==> src/rtl/ex_pkg.sv <==
// Shared constants and the registered EX/MEM payload for the execute stage.
// The payload gains an overflow flag when EX_OVERFLOW_EN is defined.
package ex_pkg;

  localparam int unsigned XLEN  = 32;
  localparam int unsigned REG_W = 5;

  localparam logic [1:0] ALUOP_ADD   = 2'b00;
  localparam logic [1:0] ALUOP_SUB   = 2'b01;
  localparam logic [1:0] ALUOP_FUNCT = 2'b10;
  localparam logic [1:0] ALUOP_ADDI  = 2'b11;

  localparam logic [5:0] FUNCT_ADD = 6'b100000;
  localparam logic [5:0] FUNCT_SUB = 6'b100010;
  localparam logic [5:0] FUNCT_AND = 6'b100100;
  localparam logic [5:0] FUNCT_OR  = 6'b100101;
  localparam logic [5:0] FUNCT_NOR = 6'b100111;
  localparam logic [5:0] FUNCT_SLT = 6'b101010;

  localparam logic [3:0] ALU_ADD  = 4'b0010;
  localparam logic [3:0] ALU_SUB  = 4'b0110;
  localparam logic [3:0] ALU_AND  = 4'b0000;
  localparam logic [3:0] ALU_OR   = 4'b0001;
  localparam logic [3:0] ALU_SLT  = 4'b0111;
  localparam logic [3:0] ALU_NOR  = 4'b1100;
  // Unlisted funct codes map here and yield a zero result
  localparam logic [3:0] ALU_NONE = 4'b1111;

  localparam int unsigned EX_REGDST   = 3;
  localparam int unsigned EX_ALUOP_HI = 2;
  localparam int unsigned EX_ALUOP_LO = 1;
  localparam int unsigned EX_ALUSRC   = 0;

  localparam int unsigned M_BRANCH   = 2;
  localparam int unsigned M_MEMREAD  = 1;
  localparam int unsigned M_MEMWRITE = 0;

  typedef struct packed {
    logic [XLEN-1:0]  add_result;
    logic             zero;
    logic [XLEN-1:0]  alu_result;
    logic [XLEN-1:0]  rdata2;
    logic [REG_W-1:0] dst;
    logic [1:0]       wb_ctl;
    logic [2:0]       m_ctl;
`ifdef EX_OVERFLOW_EN
    logic             ovf;
`endif
  } ex_mem_t;

endpackage

==> src/rtl/ex_mem_stage_if.sv <==
// ID/EX-side inputs and EX/MEM-side outputs of the execute stage.
// overflow_out exists only when EX_OVERFLOW_EN is defined.
interface ex_mem_stage_if;
  import ex_pkg::*;

  logic             stall;
  logic             flush;
  logic [XLEN-1:0]  npc;
  logic [XLEN-1:0]  rdata1;
  logic [XLEN-1:0]  rdata2;
  logic [XLEN-1:0]  s_extend;
  logic [REG_W-1:0] instr_2016;
  logic [REG_W-1:0] instr_1511;
  logic [1:0]       wb_ctl;
  logic [2:0]       m_ctl;
  logic [3:0]       ex_ctl;

  logic [XLEN-1:0]  add_result;
  logic             zero;
  logic [XLEN-1:0]  alu_result;
  logic [XLEN-1:0]  rdata2out;
  logic [REG_W-1:0] muxout;
  logic [1:0]       wb_ctlout;
  logic [2:0]       m_ctlout;
`ifdef EX_OVERFLOW_EN
  logic             overflow_out;
`endif

  modport master (
    output stall, flush, npc, rdata1, rdata2, s_extend, instr_2016, instr_1511,
           wb_ctl, m_ctl, ex_ctl,
    input  add_result, zero, alu_result, rdata2out, muxout, wb_ctlout, m_ctlout
`ifdef EX_OVERFLOW_EN
         , overflow_out
`endif
  );

  modport slave (
    input  stall, flush, npc, rdata1, rdata2, s_extend, instr_2016, instr_1511,
           wb_ctl, m_ctl, ex_ctl,
    output add_result, zero, alu_result, rdata2out, muxout, wb_ctlout, m_ctlout
`ifdef EX_OVERFLOW_EN
         , overflow_out
`endif
  );

endinterface

==> src/rtl/ex_alu.sv <==
// Combinational ALU-control decode and ALU datapath.
// Signed add/sub overflow output is present only with EX_OVERFLOW_EN.
module ex_alu
  import ex_pkg::*;
(
  input  logic [1:0]      alu_op_i,
  input  logic [5:0]      funct_i,
  input  logic [XLEN-1:0] a_i,
  input  logic [XLEN-1:0] b_i,
  output logic [XLEN-1:0] result_o_c,
  output logic            zero_o_c
`ifdef EX_OVERFLOW_EN
, output logic            ovf_o_c
`endif
);

  logic [3:0]      sel;
  logic [XLEN-1:0] sum;
  logic [XLEN-1:0] diff;

  assign sum  = a_i + b_i;
  assign diff = a_i - b_i;

  always_comb begin
    sel = ALU_ADD;
    if (alu_op_i == ALUOP_SUB) begin
      sel = ALU_SUB;
    end else if (alu_op_i == ALUOP_FUNCT) begin
      case (funct_i)
        FUNCT_ADD: sel = ALU_ADD;
        FUNCT_SUB: sel = ALU_SUB;
        FUNCT_AND: sel = ALU_AND;
        FUNCT_OR:  sel = ALU_OR;
        FUNCT_NOR: sel = ALU_NOR;
        FUNCT_SLT: sel = ALU_SLT;
        default:   sel = ALU_NONE;
      endcase
    end
  end

  always_comb begin
    result_o_c = '0;
    case (sel)
      ALU_ADD: result_o_c = sum;
      ALU_SUB: result_o_c = diff;
      ALU_AND: result_o_c = a_i & b_i;
      ALU_OR:  result_o_c = a_i | b_i;
      ALU_NOR: result_o_c = ~(a_i | b_i);
      ALU_SLT: result_o_c = ($signed(a_i) < $signed(b_i)) ? XLEN'(1) : '0;
      default: result_o_c = '0;
    endcase
  end

  assign zero_o_c = (result_o_c == '0);

`ifdef EX_OVERFLOW_EN
  // Signed overflow: operands agree in sign (add) or differ (sub) and the result flips
  always_comb begin
    ovf_o_c = 1'b0;
    if (sel == ALU_ADD) begin
      ovf_o_c = (a_i[XLEN-1] == b_i[XLEN-1]) && (sum[XLEN-1] != a_i[XLEN-1]);
    end else if (sel == ALU_SUB) begin
      ovf_o_c = (a_i[XLEN-1] != b_i[XLEN-1]) && (diff[XLEN-1] != a_i[XLEN-1]);
    end
  end
`endif

endmodule

==> src/rtl/ex_mem_stage.sv <==
// Execute stage with EX/MEM pipeline register (stall hold, flush bubble).
// Optional feature macro: EX_OVERFLOW_EN adds overflow_out and squashes writes on overflow.
module ex_mem_stage
  import ex_pkg::*;
(
  input  logic           clk,
  input  logic           reset,
  ex_mem_stage_if.slave  bus
);

  logic [XLEN-1:0] op_b;
  logic [XLEN-1:0] alu_res;
  logic            alu_zero;
`ifdef EX_OVERFLOW_EN
  logic            alu_ovf;
`endif
  ex_mem_t         ex_mem_d;
  ex_mem_t         ex_mem_q;

  assign op_b = bus.ex_ctl[EX_ALUSRC] ? bus.s_extend : bus.rdata2;

  ex_alu u_alu (
    .alu_op_i   (bus.ex_ctl[EX_ALUOP_HI:EX_ALUOP_LO]),
    .funct_i    (bus.s_extend[5:0]),
    .a_i        (bus.rdata1),
    .b_i        (op_b),
    .result_o_c (alu_res),
    .zero_o_c   (alu_zero)
`ifdef EX_OVERFLOW_EN
  , .ovf_o_c    (alu_ovf)
`endif
  );

  // Next-state: hold on stall unless flush forces a bubble load
  always_comb begin
    ex_mem_d = ex_mem_q;
    if (bus.flush || !bus.stall) begin
      ex_mem_d.add_result = bus.npc + (bus.s_extend << 2);
      ex_mem_d.zero       = alu_zero;
      ex_mem_d.alu_result = alu_res;
      ex_mem_d.rdata2     = bus.rdata2;
      ex_mem_d.dst        = bus.ex_ctl[EX_REGDST] ? bus.instr_1511 : bus.instr_2016;
      ex_mem_d.wb_ctl     = bus.wb_ctl;
      ex_mem_d.m_ctl      = bus.m_ctl;
`ifdef EX_OVERFLOW_EN
      ex_mem_d.ovf        = alu_ovf;
      if (alu_ovf) begin
        ex_mem_d.wb_ctl               = '0;
        ex_mem_d.m_ctl[M_MEMWRITE]    = 1'b0;
      end
`endif
      if (bus.flush) begin
        ex_mem_d.wb_ctl = '0;
        ex_mem_d.m_ctl  = '0;
`ifdef EX_OVERFLOW_EN
        ex_mem_d.ovf    = 1'b0;
`endif
      end
    end
  end

  always_ff @(posedge clk) begin
    if (reset) begin
      ex_mem_q <= '0;
    end else begin
      ex_mem_q <= ex_mem_d;
    end
  end

  assign bus.add_result = ex_mem_q.add_result;
  assign bus.zero       = ex_mem_q.zero;
  assign bus.alu_result = ex_mem_q.alu_result;
  assign bus.rdata2out  = ex_mem_q.rdata2;
  assign bus.muxout     = ex_mem_q.dst;
  assign bus.wb_ctlout  = ex_mem_q.wb_ctl;
  assign bus.m_ctlout   = ex_mem_q.m_ctl;
`ifdef EX_OVERFLOW_EN
  assign bus.overflow_out = ex_mem_q.ovf;
`endif

endmodule

==> src/flat_wrapper.sv <==
// flat-port wrapper written by rule: the top's interface ports become plain ports
module ex_mem_stage_flat import ex_pkg::*;
  (clk, reset, bus_stall, bus_flush, bus_npc, bus_rdata1, bus_rdata2, bus_s_extend, bus_instr_2016, bus_instr_1511, bus_wb_ctl, bus_m_ctl, bus_ex_ctl, bus_add_result, bus_zero, bus_alu_result, bus_rdata2out, bus_muxout, bus_wb_ctlout, bus_m_ctlout);
  ex_mem_stage_if bus_i ();
  input  logic clk;
  input  logic reset;
  input wire logic [$bits(bus_i.stall)-1:0] bus_stall;
  input wire logic [$bits(bus_i.flush)-1:0] bus_flush;
  input wire logic [$bits(bus_i.npc)-1:0] bus_npc;
  input wire logic [$bits(bus_i.rdata1)-1:0] bus_rdata1;
  input wire logic [$bits(bus_i.rdata2)-1:0] bus_rdata2;
  input wire logic [$bits(bus_i.s_extend)-1:0] bus_s_extend;
  input wire logic [$bits(bus_i.instr_2016)-1:0] bus_instr_2016;
  input wire logic [$bits(bus_i.instr_1511)-1:0] bus_instr_1511;
  input wire logic [$bits(bus_i.wb_ctl)-1:0] bus_wb_ctl;
  input wire logic [$bits(bus_i.m_ctl)-1:0] bus_m_ctl;
  input wire logic [$bits(bus_i.ex_ctl)-1:0] bus_ex_ctl;
  output wire logic [$bits(bus_i.add_result)-1:0] bus_add_result;
  output wire logic [$bits(bus_i.zero)-1:0] bus_zero;
  output wire logic [$bits(bus_i.alu_result)-1:0] bus_alu_result;
  output wire logic [$bits(bus_i.rdata2out)-1:0] bus_rdata2out;
  output wire logic [$bits(bus_i.muxout)-1:0] bus_muxout;
  output wire logic [$bits(bus_i.wb_ctlout)-1:0] bus_wb_ctlout;
  output wire logic [$bits(bus_i.m_ctlout)-1:0] bus_m_ctlout;
  assign bus_i.stall = bus_stall;
  assign bus_i.flush = bus_flush;
  assign bus_i.npc = bus_npc;
  assign bus_i.rdata1 = bus_rdata1;
  assign bus_i.rdata2 = bus_rdata2;
  assign bus_i.s_extend = bus_s_extend;
  assign bus_i.instr_2016 = bus_instr_2016;
  assign bus_i.instr_1511 = bus_instr_1511;
  assign bus_i.wb_ctl = bus_wb_ctl;
  assign bus_i.m_ctl = bus_m_ctl;
  assign bus_i.ex_ctl = bus_ex_ctl;
  assign bus_add_result = bus_i.add_result;
  assign bus_zero = bus_i.zero;
  assign bus_alu_result = bus_i.alu_result;
  assign bus_rdata2out = bus_i.rdata2out;
  assign bus_muxout = bus_i.muxout;
  assign bus_wb_ctlout = bus_i.wb_ctlout;
  assign bus_m_ctlout = bus_i.m_ctlout;
  ex_mem_stage u_core (.clk(clk), .reset(reset), .bus(bus_i));
endmodule
==> config.mk <==
export PLATFORM = sky130hd
export DESIGN_NAME = ex_mem_stage_flat
export DESIGN_NICKNAME = d
export VERILOG_FILES = /design/src/rtl/ex_pkg.sv /design/src/rtl/ex_mem_stage_if.sv /design/src/rtl/ex_alu.sv /design/src/rtl/ex_mem_stage.sv /design/src/flat_wrapper.sv
export SDC_FILE = /design/constraint.sdc
export NUM_CORES = 1
export LEC_CHECK = 0
export CELL_PAD_IN_SITES_DETAIL_PLACEMENT = 1
export CELL_PAD_IN_SITES_GLOBAL_PLACEMENT = 2
export CORE_UTILIZATION = 28
export CTS_CLUSTER_SIZE = 14
export DETAILED_ROUTE_END_ITERATION = 10
export PLACE_DENSITY_LB_ADDON = 0.05
export SLEW_MARGIN = 25
export SYNTH_ARGS = -nofsm -noshare
export SYNTH_HDL_FRONTEND = slang
export SYNTH_SLANG_ARGS = --single-unit
==> constraint.sdc <==
create_clock -name clk -period 5.65 [get_ports clk]
set_input_delay 1.13 -clock clk [delete_from_list [all_inputs] [get_ports clk]]
set_output_delay 1.13 -clock clk [all_outputs]
set_load 0.02 [all_outputs]
==> results of run 1 <==
-- power by group --
part	internal (mW)	switching [mW]	leakage (nW)
Clock	0.351	0.368	0.147
Sequential	0.832	0.0417	0.887
Combinational	0.721	0.921	5.37
Total	1.90	1.33	6.41
-- cell families after synthesis --
logic type | count (synthesis) | share of synthesized area [%]
adder cells (fa/ha/maj) | 134 | 15.78
XOR/XNOR | 46 | 3.742
buffers and inverters | 194 | 7.276
AO/OA/AOI/OAI | 459 | 27.96
multiplexers | 50 | 4.649
flip-flops | 107 | 19.90
AND/OR/NAND/NOR | 479 | 20.69
-- area by class of cell --
| class | count | area [sq um] |
|---|---|---|
| multi-input combinational | 1168 | 7906 |
| inverter | 102 | 382.9 |
| timing repair buffer | 372 | 3453 |
| sequential | 107 | 2142 |
| antenna | 1 | 2.502 |
| clock buffer | 10 | 229.0 |
| fill | 4596 | 22930 |
| clock inverter | 6 | 73.82 |
| tap | 511 | 639.4 |
-- path summary, 6_finish.rpt --
path                                      endpoint  slack [ns]  cells after the start
min          u_core.bus.rdata2out[21]$_SDFFE_PP0P_        0.45                      2
min reg2reg  u_core.bus.rdata2out[21]$_SDFFE_PP0P_        0.45                      2
max                   u_core.bus.zero$_SDFFE_PP0P_         0.1                     15
max reg2reg  u_core.bus.alu_result[8]$_SDFFE_PP0P_        4.81                      2
-- sequential cells by signal (all words and copies together) (netlist names) --
| register | flops |
|---|---|
| u_core.bus.add_result | 32 |
| u_core.bus.alu_result | 32 |
| u_core.bus.rdata2out | 32 |
| u_core.bus.muxout | 5 |
| u_core.bus.m_ctlout | 3 |
| u_core.bus.wb_ctlout | 2 |
| u_core.bus.zero | 1 |
-- through the flow --
stage	hold slack, ns	setup WS, ns
4_1_cts	0.4564	0.1497
6_report	0.4538	0.09841
5_1_grt	0.4735	0.02078
3_3_place_gp	0.4375	-0.2120
2_1_floorplan	0.5302	0.5779
3_5_place_dp	0.4458	-0.2575
-- per-layer routing --
metal	track usage [%]	wire length, microns
met1	31.10	21760
met4	7.494	1262
met5	0	22
met3	4.854	2525
met2	44.69	24390
-- synthesized netlist by cell type, drive strengths merged, types with 4 or more instances --
library cell | number | share of area, %
a2111o | 4 | 0.42
a2111oi | 5 | 0.46
a211o | 4 | 0.33
a211oi | 49 | 3.5
a21o | 23 | 1.6
a21oi | 156 | 7.3
a221oi | 5 | 0.46
a222oi | 9 | 0.84
a22o | 4 | 0.33
a22oi | 11 | 0.77
a31o | 4 | 0.33
a31oi | 14 | 0.81
and2 | 9 | 0.52
and3 | 11 | 0.64
buf | 26 | 1.4
clkbuf | 66 | 2.3
dfxtp | 107 | 20
ha | 131 | 15
inv | 102 | 3.6
mux2i | 50 | 4.6
nand2 | 184 | 6.4
nand2b | 16 | 0.93
nand3 | 36 | 1.7
nand4 | 13 | 0.76
nor2 | 110 | 3.8
nor2b | 18 | 1.0
nor3 | 29 | 1.3
nor4 | 15 | 0.87
o211ai | 8 | 0.56
o21a | 6 | 0.42
o21ai | 86 | 4.0
o21bai | 12 | 0.84
o31ai | 17 | 1.4
or2 | 10 | 0.58
or3 | 7 | 0.41
or4 | 6 | 0.42
xnor2 | 36 | 2.9
xor2 | 10 | 0.81
-- what timing repair did --
item,4_1_cts,5_1_grt
hold buffers,0,0
endpoints found under the setup margin,0,1
gates resized for setup,0,1
-- critical path, stage by stage --
cell	delay, ns
buf_2	0.10
buf_12	0.14
buf_4	0.24
mux2i_1	0.65
ha_1	0.50
nor4_1	0.75
o21ai_0	0.47
nand3b_1	0.23
a311o_1	0.22
o211ai_1	0.12
xnor2_1	0.15
o21ai_0	0.26
a2111o_1	0.43
nor4_1	0.32
a32o_1	0.17
==> results.md, run 1 <==
* Initial drt markers at 530
* Initial core utilization at between 20 and 30%
* Die height at slightly below 200 microns
* Syn nets at roughly 1800
* Mapped Cells at ~1500
* Source of the worst hold timing path: u_core.bus.rdata2out[21]$_SDFFE_PP0P_
* Setup violators final at 0
* Core footprint at roughly 38000 sq um
* Largest net degree at the start of global routing at 60
* Hpwl dp at roughly 41000 microns
* Reg2reg start: u_core.bus.alu_result[8]$_SDFFE_PP0P_
* Register area share after synthesis at 19.90%
* Most common cell after layout, fill and taps aside: clkdlybuf4s50_1
* WL final at roughly 50000 microns
* Iteration count of the initial detailed-routing pass at 5
* RSZ-0062 raised after global routing: no
* Total congestion overflow at 0
* Startpoint types: input port
* Finished Core Util at 39.28%
* Cell variety after synth at 84
* CP max FO at 11
* Critical Path RT at 5.99 ns
* Post-Place Cells at 2260
* Total power at around 3.2 mW
* Initial antenna violation count at 3
* HP Class: flip-flop to flip-flop
* Fin crit period at roughly 5.6 ns
* Final hold vios at 0
* Antenna viol nets, final at 0
* Placed cell area at 14520 sq um
* Seq cells post-synth at between 100 and 150
* Commonest non-fill, non-tap cells in the layout: clkdlybuf4s50_1 (255), nand2_1 (184), a21oi_1 (154)
* Max_slew headroom at 33.62%
* Kind of critical path: input port to flip-flop
* Cell area after layout at approximately 15000 sq um
* Max_cap viols at 0
* Post-synth EDFFs at 0
* Leakage at 6.406 nW
* CTS Buf Count at 9
* Slew Limit Fails at 0
* Max Buffers Root-to-Sink at 2
* Port bufs at 257
* Clk_lat worst skew at 0.38 ns
* Post-CTS Setup Bufs at 0
* Vias per Instance at between 5 and 6
* Synth Flop Type: dfxtp_1
* Die area at 39240 sq um
* Post-synth ARST share at 0%
* Clock transition at the registers of the reported paths at roughly 0.090 ns
* CTS tree: built
* Std-Cell Rows at between 70 and 80
* Placer Congestion at approximately 0.9
* Worst ir drop on vdd at ~0.16 mV
* Share of layout cells above drive strength 1 at 9.292%
* Fin crit share at 98.26%
* Worst EP arrival at approximately 5.9 ns
* Crit. Startpoint: bus_ex_ctl[0]
* Max Clock Freq at 180.1 MHz
* First-pass GRT wire length at between 70000 and 80000 microns
* Syn Area/Cell at 7.328 sq um
* Status: finished clean
* Setup crit end kind: flip-flop
* Area grow syn2layout at 37.75%
* Via Count at between 10000 and 15000
* DR DRC count at 0
* Vias in the first global route at about 12000
* CTS sink count at 107
* Post-DR wirelength/cell at about 22 microns
* Non-Filler Instances at around 2300
* Clk root buf: clkbuf_16
* Num ports at 258
* PwrDens at about 220 nW/um^2
* Slew @ Worst Pin at 0.9880 ns
* Die W at just under 200 microns
* Tot GR Track Use at ~25%
* H-tree depth at 3
* Mapped cell area at 10770 sq um
* Layout Nets at 2045
* Fin Clk Skew at 0 ns
* Setup TNS at 0 ns
* Yosys warning count at 0
Note: power is estimated with default switching activity, not from simulation.
==> inputs of run 2 (changes only) <==
--- a/config.mk
+++ b/config.mk
@@ -10,7 +10,7 @@
 export CORE_UTILIZATION = 28
 export CTS_CLUSTER_SIZE = 14
 export DETAILED_ROUTE_END_ITERATION = 10
-export PLACE_DENSITY_LB_ADDON = 0.05
+export PLACE_DENSITY = 0.9
 export SLEW_MARGIN = 25
 export SYNTH_ARGS = -nofsm -noshare
 export SYNTH_HDL_FRONTEND = slang
==> run 2 against run 1 <==
Net effect:
- utilization decreased by 0.68 points
- first-iteration DRC count increased by 25%
- clock power fell by 1%
- sequential cell count did not move
- via count is 1.3% higher
- worst setup slack improved by 0.24 ns
- clock skew unchanged
==> results.md, run 2 (synthesis gave the netlist of run 1 again) <==
* Max Clock Freq at around 190 MHz
* Slew Limit Fails at 0
* Clock transition at the registers of the reported paths at roughly 0.1 ns
* Initial antenna violation count at 1
* Setup crit end kind: flip-flop
* Initial drt markers at about 670
* Non-Filler Instances at around 2200
* Initial core utilization at ~29%
* Iteration count of the initial detailed-routing pass at 7
* Fin Clk Skew at 0 ns
* CTS Buf Count at 9
* Vias in the first global route at 12480
* Source of the worst hold timing path: u_core.bus.rdata2out[22]$_SDFFE_PP0P_
* Fin crit share at between 90% and 100%
* Crit. Startpoint: bus_s_extend[5]
* Port bufs at ~260
* Cell area after layout at roughly 15000 sq um
* Setup TNS at 0 ns
* Worst r2r path cells at 2
* Die height at between 150 and 200 microns
* Worst ir drop on vdd at approximately 0.16 mV
* WL final at between 40000 and 50000 microns
* Post-cts gate resize count at 0
* PwrDens at between 200 and 250 nW/um^2
* HP Class: flip-flop to flip-flop
* Die area at between 30000 and 40000 sq um
* Commonest non-fill, non-tap cells in the layout: clkdlybuf4s50_1 (255), nand2_1 (184), a21oi_1 (154)
* R2R setup slack at about 4.7 ns
* Startpoint types: input port
* Max Buffers Root-to-Sink at 2
* DR DRC count at 0
* Max_slew headroom at 33.69%
* Hold depth at 2
* Total congestion overflow at 0
* Post-CTS Setup Bufs at 0
* Layout Nets at between 2000 and 2500
* Vias per Instance at around 5.4
* Std-Cell Rows at 71
* Clk root buf: clkbuf_16
* Clk_lat worst skew at between 0.3 and 0.4 ns
* CP max FO at 6
* Tot GR Track Use at 24.63%
* Placer Congestion at between 0.9 and 1
* RSZ-0062 raised after global routing: no
* Placed cell area at 14270 sq um
* Antenna viol nets, final at 0
* Num ports at approximately 260
* CTS tree: built
* Worst Hold End: u_core.bus.rdata2out[22]$_SDFFE_PP0P_
* Final hold vios at 0
* Reg2Reg Capture Point: u_core.bus.alu_result[6]$_SDFFE_PP0P_
* Reg2reg start: u_core.bus.alu_result[6]$_SDFFE_PP0P_
* First-pass GRT wire length at between 70000 and 80000 microns
* Die W at about 200 microns
* # hold bufs at CTS at 0
* Setup violators final at 0
* Post-DR wirelength/cell at approximately 22 microns
* Kind of critical path: input port to flip-flop
* Hpwl dp at 39100 microns
* Leakage at about 6.2 nW
* H-tree depth at 3
* Largest net degree at the start of global routing at between 80 and 90
* Max_cap viols at 0
* Via Count at between 10000 and 15000
* Critical Path RT at 6.00 ns
* Most common cell after layout, fill and taps aside: clkdlybuf4s50_1
* CTS sink count at approximately 110
* Fin crit period at ~5.3 ns
* Core footprint at around 38000 sq um
* Post-Place Cells at ~2200
* Share of layout cells above drive strength 1 at under 10%
* Worst EP arrival at ~5.7 ns
* Status: finished clean
* Slew @ Worst Pin at approximately 0.99 ns
* Area grow syn2layout at 35.36%
run 2: cell count changes in the layout (fill, tap and decap cells not counted), sizes merged:
cell | previous run | this run
buf | 117 | 86
clkinv | 4 | 1
clkinvlp | 0 | 1
inv | 103 | 104
run 2: worst max path at each step:
stage	to	slack, ns	cells after the start
after CTS	u_core.bus.zero$_SDFFE_PP0P_	0.41	15
final	u_core.bus.zero$_SDFFE_PP0P_	0.34	15
after global routing	u_core.bus.zero$_SDFFE_PP0P_	0.07	16
after detailed placement	u_core.bus.zero$_SDFFE_PP0P_	-0.004	15
after global placement	u_core.bus.zero$_SDFFE_PP0P_	-0.03	16
after floorplan	u_core.bus.zero$_SDFFE_PP0P_	0.58	17
run 2: critical path: stages:
cell             delay (ns)
clkdlybuf4s50_1        0.44
mux2i_1                0.37
ha_1                   0.39
or4_1                  0.54
a211o_1                0.26
nand2_1                0.14
a211oi_2               0.13
o31a_1                 0.31
o21ai_0                0.48
a32oi_1                0.13
xnor2_1                0.16
a222oi_1               0.44
nand4_1                0.26
nor4_1                 0.33
a32o_1                 0.15
run 2: layer usage:
| layer | track usage, % | wire length, microns | vias to the layer above |
|---|---|---|---|
| met3 | 5.059 | 2787 | 107 |
| met1 | 29.06 | 20180 | 5869 |
| met2 | 42.24 | 23360 | 392 |
| met4 | 12.14 | 2395 | 0 |
| met5 | 0 | 0 | - |
| li1 | - | - | 5777 |
run 2: cell type report:
type / instances / area, sq um
clock inverters: 5 / 60.06
clock buffers: 10 / 239.0
diodes: 1 / 2.502
well taps: 511 / 639.4
fillers: 4652 / 23180
multi-input cells: 1168 / 7898
repair buffers: 341 / 3208
flip-flops and latches: 107 / 2142
inverters: 102 / 382.9
run 2: stage by stage:
stage	hold slack, ns	worst slack, ns	total power [mW]	utilization (%)
after floorplan	0.5302	0.5779	1.787	-
after global placement	0.4373	-0.02736	2.455	37.80
after detailed placement	0.4455	-0.004115	2.478	37.80
after CTS	0.4550	0.4149	3.211	38.59
after global routing	0.4727	0.07152	3.372	38.59
final	0.4499	0.3356	3.191	38.59
run 2: power by group:
part | leakage, nW | internal [mW] | switching, mW | total (mW)
registers | 0.887 | 0.832 | 0.0418 | 0.874
clock network | 0.145 | 0.357 | 0.354 | 0.711
logic | 5.21 | 0.694 | 0.912 | 1.61
total | 6.24 | 1.88 | 1.31 | 3.19
==> inputs of run 3 (changes only) <==
--- a/config.mk
+++ b/config.mk
@@ -7,10 +7,12 @@
 export LEC_CHECK = 0
 export CELL_PAD_IN_SITES_DETAIL_PLACEMENT = 1
 export CELL_PAD_IN_SITES_GLOBAL_PLACEMENT = 2
+export CORE_MARGIN = 5
 export CORE_UTILIZATION = 28
 export CTS_CLUSTER_SIZE = 14
 export DETAILED_ROUTE_END_ITERATION = 10
 export PLACE_DENSITY = 0.9
+export SKIP_CTS_REPAIR_TIMING = 1
 export SLEW_MARGIN = 25
 export SYNTH_ARGS = -nofsm -noshare
 export SYNTH_HDL_FRONTEND = slang
==> run 3 against run 2 <==
Net effect:
- count of clock-buffer cells in the layout is 1 higher
- largest power group unchanged
- cell count is 0.67% lower
- power is 1.0% lower
- critical path type unchanged
- sequential cell count stayed put
- combinational power hardly changed
- via count is 2.0% lower
- sequential power hardly changed
- first-iteration DRC count is 6.9% lower
- register-to-register slack better by 0.24 ns
- global-route usage is 2.7 points lower
==> results.md, run 3 (synthesis gave the netlist of run 1 again) <==
* PwrDens at about 220 nW/um^2
* Clk_lat worst skew at 0.37 ns
* CP cell instances: buf_2 > buf_4 > buf_4 > mux2i_1 > ha_1 > inv_1 > nor4_1 > a21oi_1 > a31oi_1 > xnor2_1 > a222oi_1 > o21ai_1 > a2111o_1 > nor4_2 > a32o_1
* Worst path most repeated cell: buf_4
* Die height at about 200 microns
* Clk root buf: clkbuf_16
* Largest net degree at the start of global routing at 85
* Source of the worst hold timing path: u_core.bus.add_result[15]$_SDFFE_PP0P_
* Leakage at 6.162 nW
* Share of layout cells above drive strength 1 at approximately 7.0%
* Initial drt markers at roughly 620
* Worst ir drop on vdd at about 0.14 mV
* Max_slew headroom at 31.86%
* Total congestion overflow at 0
* Most common cell after layout, fill and taps aside: clkdlybuf4s50_1
* Vias per Instance at roughly 5.3
* Hold depth at 2
* Reg2Reg Capture Point: u_core.bus.add_result[18]$_SDFFE_PP0P_
* Layout Nets at 1997
* Worst EP arrival at approximately 5.8 ns
* Max_cap viols at 0
* H-tree depth at 3
* Initial core utilization at roughly 28%
* Hpwl dp at ~39000 microns
* Startpoint types: input port
* Critical Path RT at between 5 and 6 ns
* Status: finished clean
* Clock transition at the registers of the reported paths at 0.08 ns
* Worst r2r path cells at 3
* HP Class: flip-flop to flip-flop
* R2R setup slack at 4.91 ns
* Fin crit period at 5.449 ns
* Fin Clk Skew at 0 ns
* Antenna viol nets, final at 0
* CP max stage cell: mux2i_1
* Max Clock Freq at approximately 180 MHz
* Via Count at 11900
* Core footprint at 37840 sq um
* Finished Core Util at a little under two fifths
* Slew Limit Fails at 0
* CTS sink count at between 100 and 150
* Max Buffers Root-to-Sink at 2
* Area grow syn2layout at 34.61%
* Vias in the first global route at ~12000
* Post-Place Worst Slack at -0.3876 ns
* Fin crit share at 96.43%
* Die area at 42470 sq um
* DR DRC count at 0
* Std-Cell Rows at 71
* Worst Hold End: u_core.bus.add_result[15]$_SDFFE_PP0P_
* CTS Buf Count at 9
* CTS tree: built
* RSZ-0062 raised after global routing: no
* Setup TNS at 0 ns
* Die W at about 210 microns
* WL final at a little under 50000 microns
* Reg2reg start: u_core.bus.add_result[18]$_SDFFE_PP0P_
* Port bufs at 257
* Slew @ Worst Pin at slightly above 1 ns
* Placer Congestion at 0.9249
* Post-DR wirelength/cell at ~22 microns
* First-pass GRT wire length at around 72000 microns
* Num ports at 258
* Kind of critical path: input port to flip-flop
* CP max FO at 13
* Setup crit end kind: flip-flop
* Iteration count of the initial detailed-routing pass at 7
* Final hold vios at 0
* Worst path max stage delay at approximately 0.54 ns
* Final worst slack at a little over 0.2 ns
* Setup violators final at 0
* Commonest non-fill, non-tap cells in the layout: clkdlybuf4s50_1 (255), nand2_1 (184), a21oi_1 (154)
* Tot GR Track Use at a little over a fifth
* Initial antenna violation count at 2
run 3: cell count changes in the layout (fill, tap and decap cells not counted), moves of 2 or more:
| cell | delta |
|---|---|
| a2111oi_0 | -2 |
| mux2i_2 | +3 |
| nor4_2 | +2 |
| nor4_1 | -2 |
| buf_4 | -17 |
| mux2i_1 | -3 |
| clkinv_4 | +2 |
run 3: layer usage:
metal / routed length, microns / track usage (%) / up-vias
li1: - / - / 5727
met1: 19950 / 26.32 / 5790
met2: 24080 / 38.75 / 312
met3: 2558 / 4.127 / 66
met4: 1678 / 8.080 / 2
met5: 20 / 0 / -
run 3: worst max path at each step:
stage	start	endpoint	cells after the start
6_report	bus_ex_ctl[0]	u_core.bus.zero$_SDFFE_PP0P_	15
3_5_place_dp	bus_ex_ctl[0]	u_core.bus.zero$_SDFFE_PP0P_	16
3_3_place_gp	bus_ex_ctl[0]	u_core.bus.zero$_SDFFE_PP0P_	16
2_1_floorplan	bus_ex_ctl[0]	u_core.bus.zero$_SDFFE_PP0P_	17
5_1_grt	bus_ex_ctl[0]	u_core.bus.zero$_SDFFE_PP0P_	15
4_1_cts	bus_ex_ctl[0]	u_core.bus.zero$_SDFFE_PP0P_	16
run 3: cell type report:
cell class | count | area [sq um]
clock inverter | 5 | 67.56
multi-input combinational | 1168 | 7931
tap | 511 | 639.4
inverter | 102 | 382.9
clock buffer | 11 | 242.7
antenna | 2 | 5.005
timing repair buffer | 324 | 3080
sequential | 107 | 2142
fill | 4657 | 23350
run 3: through the flow:
stage          instance area (sq um)  hold slack (ns)  std cells  power, mW
2_1_floorplan                  10770           0.5302       1469      1.787
3_3_place_gp                   14140           0.4374       2212      2.430
3_5_place_dp                   14140           0.4465       2212      2.454
4_1_cts                        14450           0.4576       2228      3.186
5_1_grt                        14490           0.4722       2229      3.350
6_report                       14490           0.4561       2230      3.159
run 3: worst max-delay path, delay by kind of cell:
| kind | cells | cell delay (ns) |
|---|---|---|
| AOI/OAI and AO/OA | 6 | 1.78 |
| xor gates and xnor gates | 1 | 0.13 |
| adders and majority gates | 1 | 0.37 |
| buffers and inverters | 4 | 1.06 |
| muxes | 1 | 0.54 |
| and+or+nand+nor | 2 | 0.71 |
run 3: power by group:
part	switching [mW]	total, mW	leakage (nW)	internal (mW)
Sequential	0.0398	0.872	0.887	0.832
Combinational	0.898	1.58	5.12	0.680
Clock	0.346	0.710	0.152	0.364
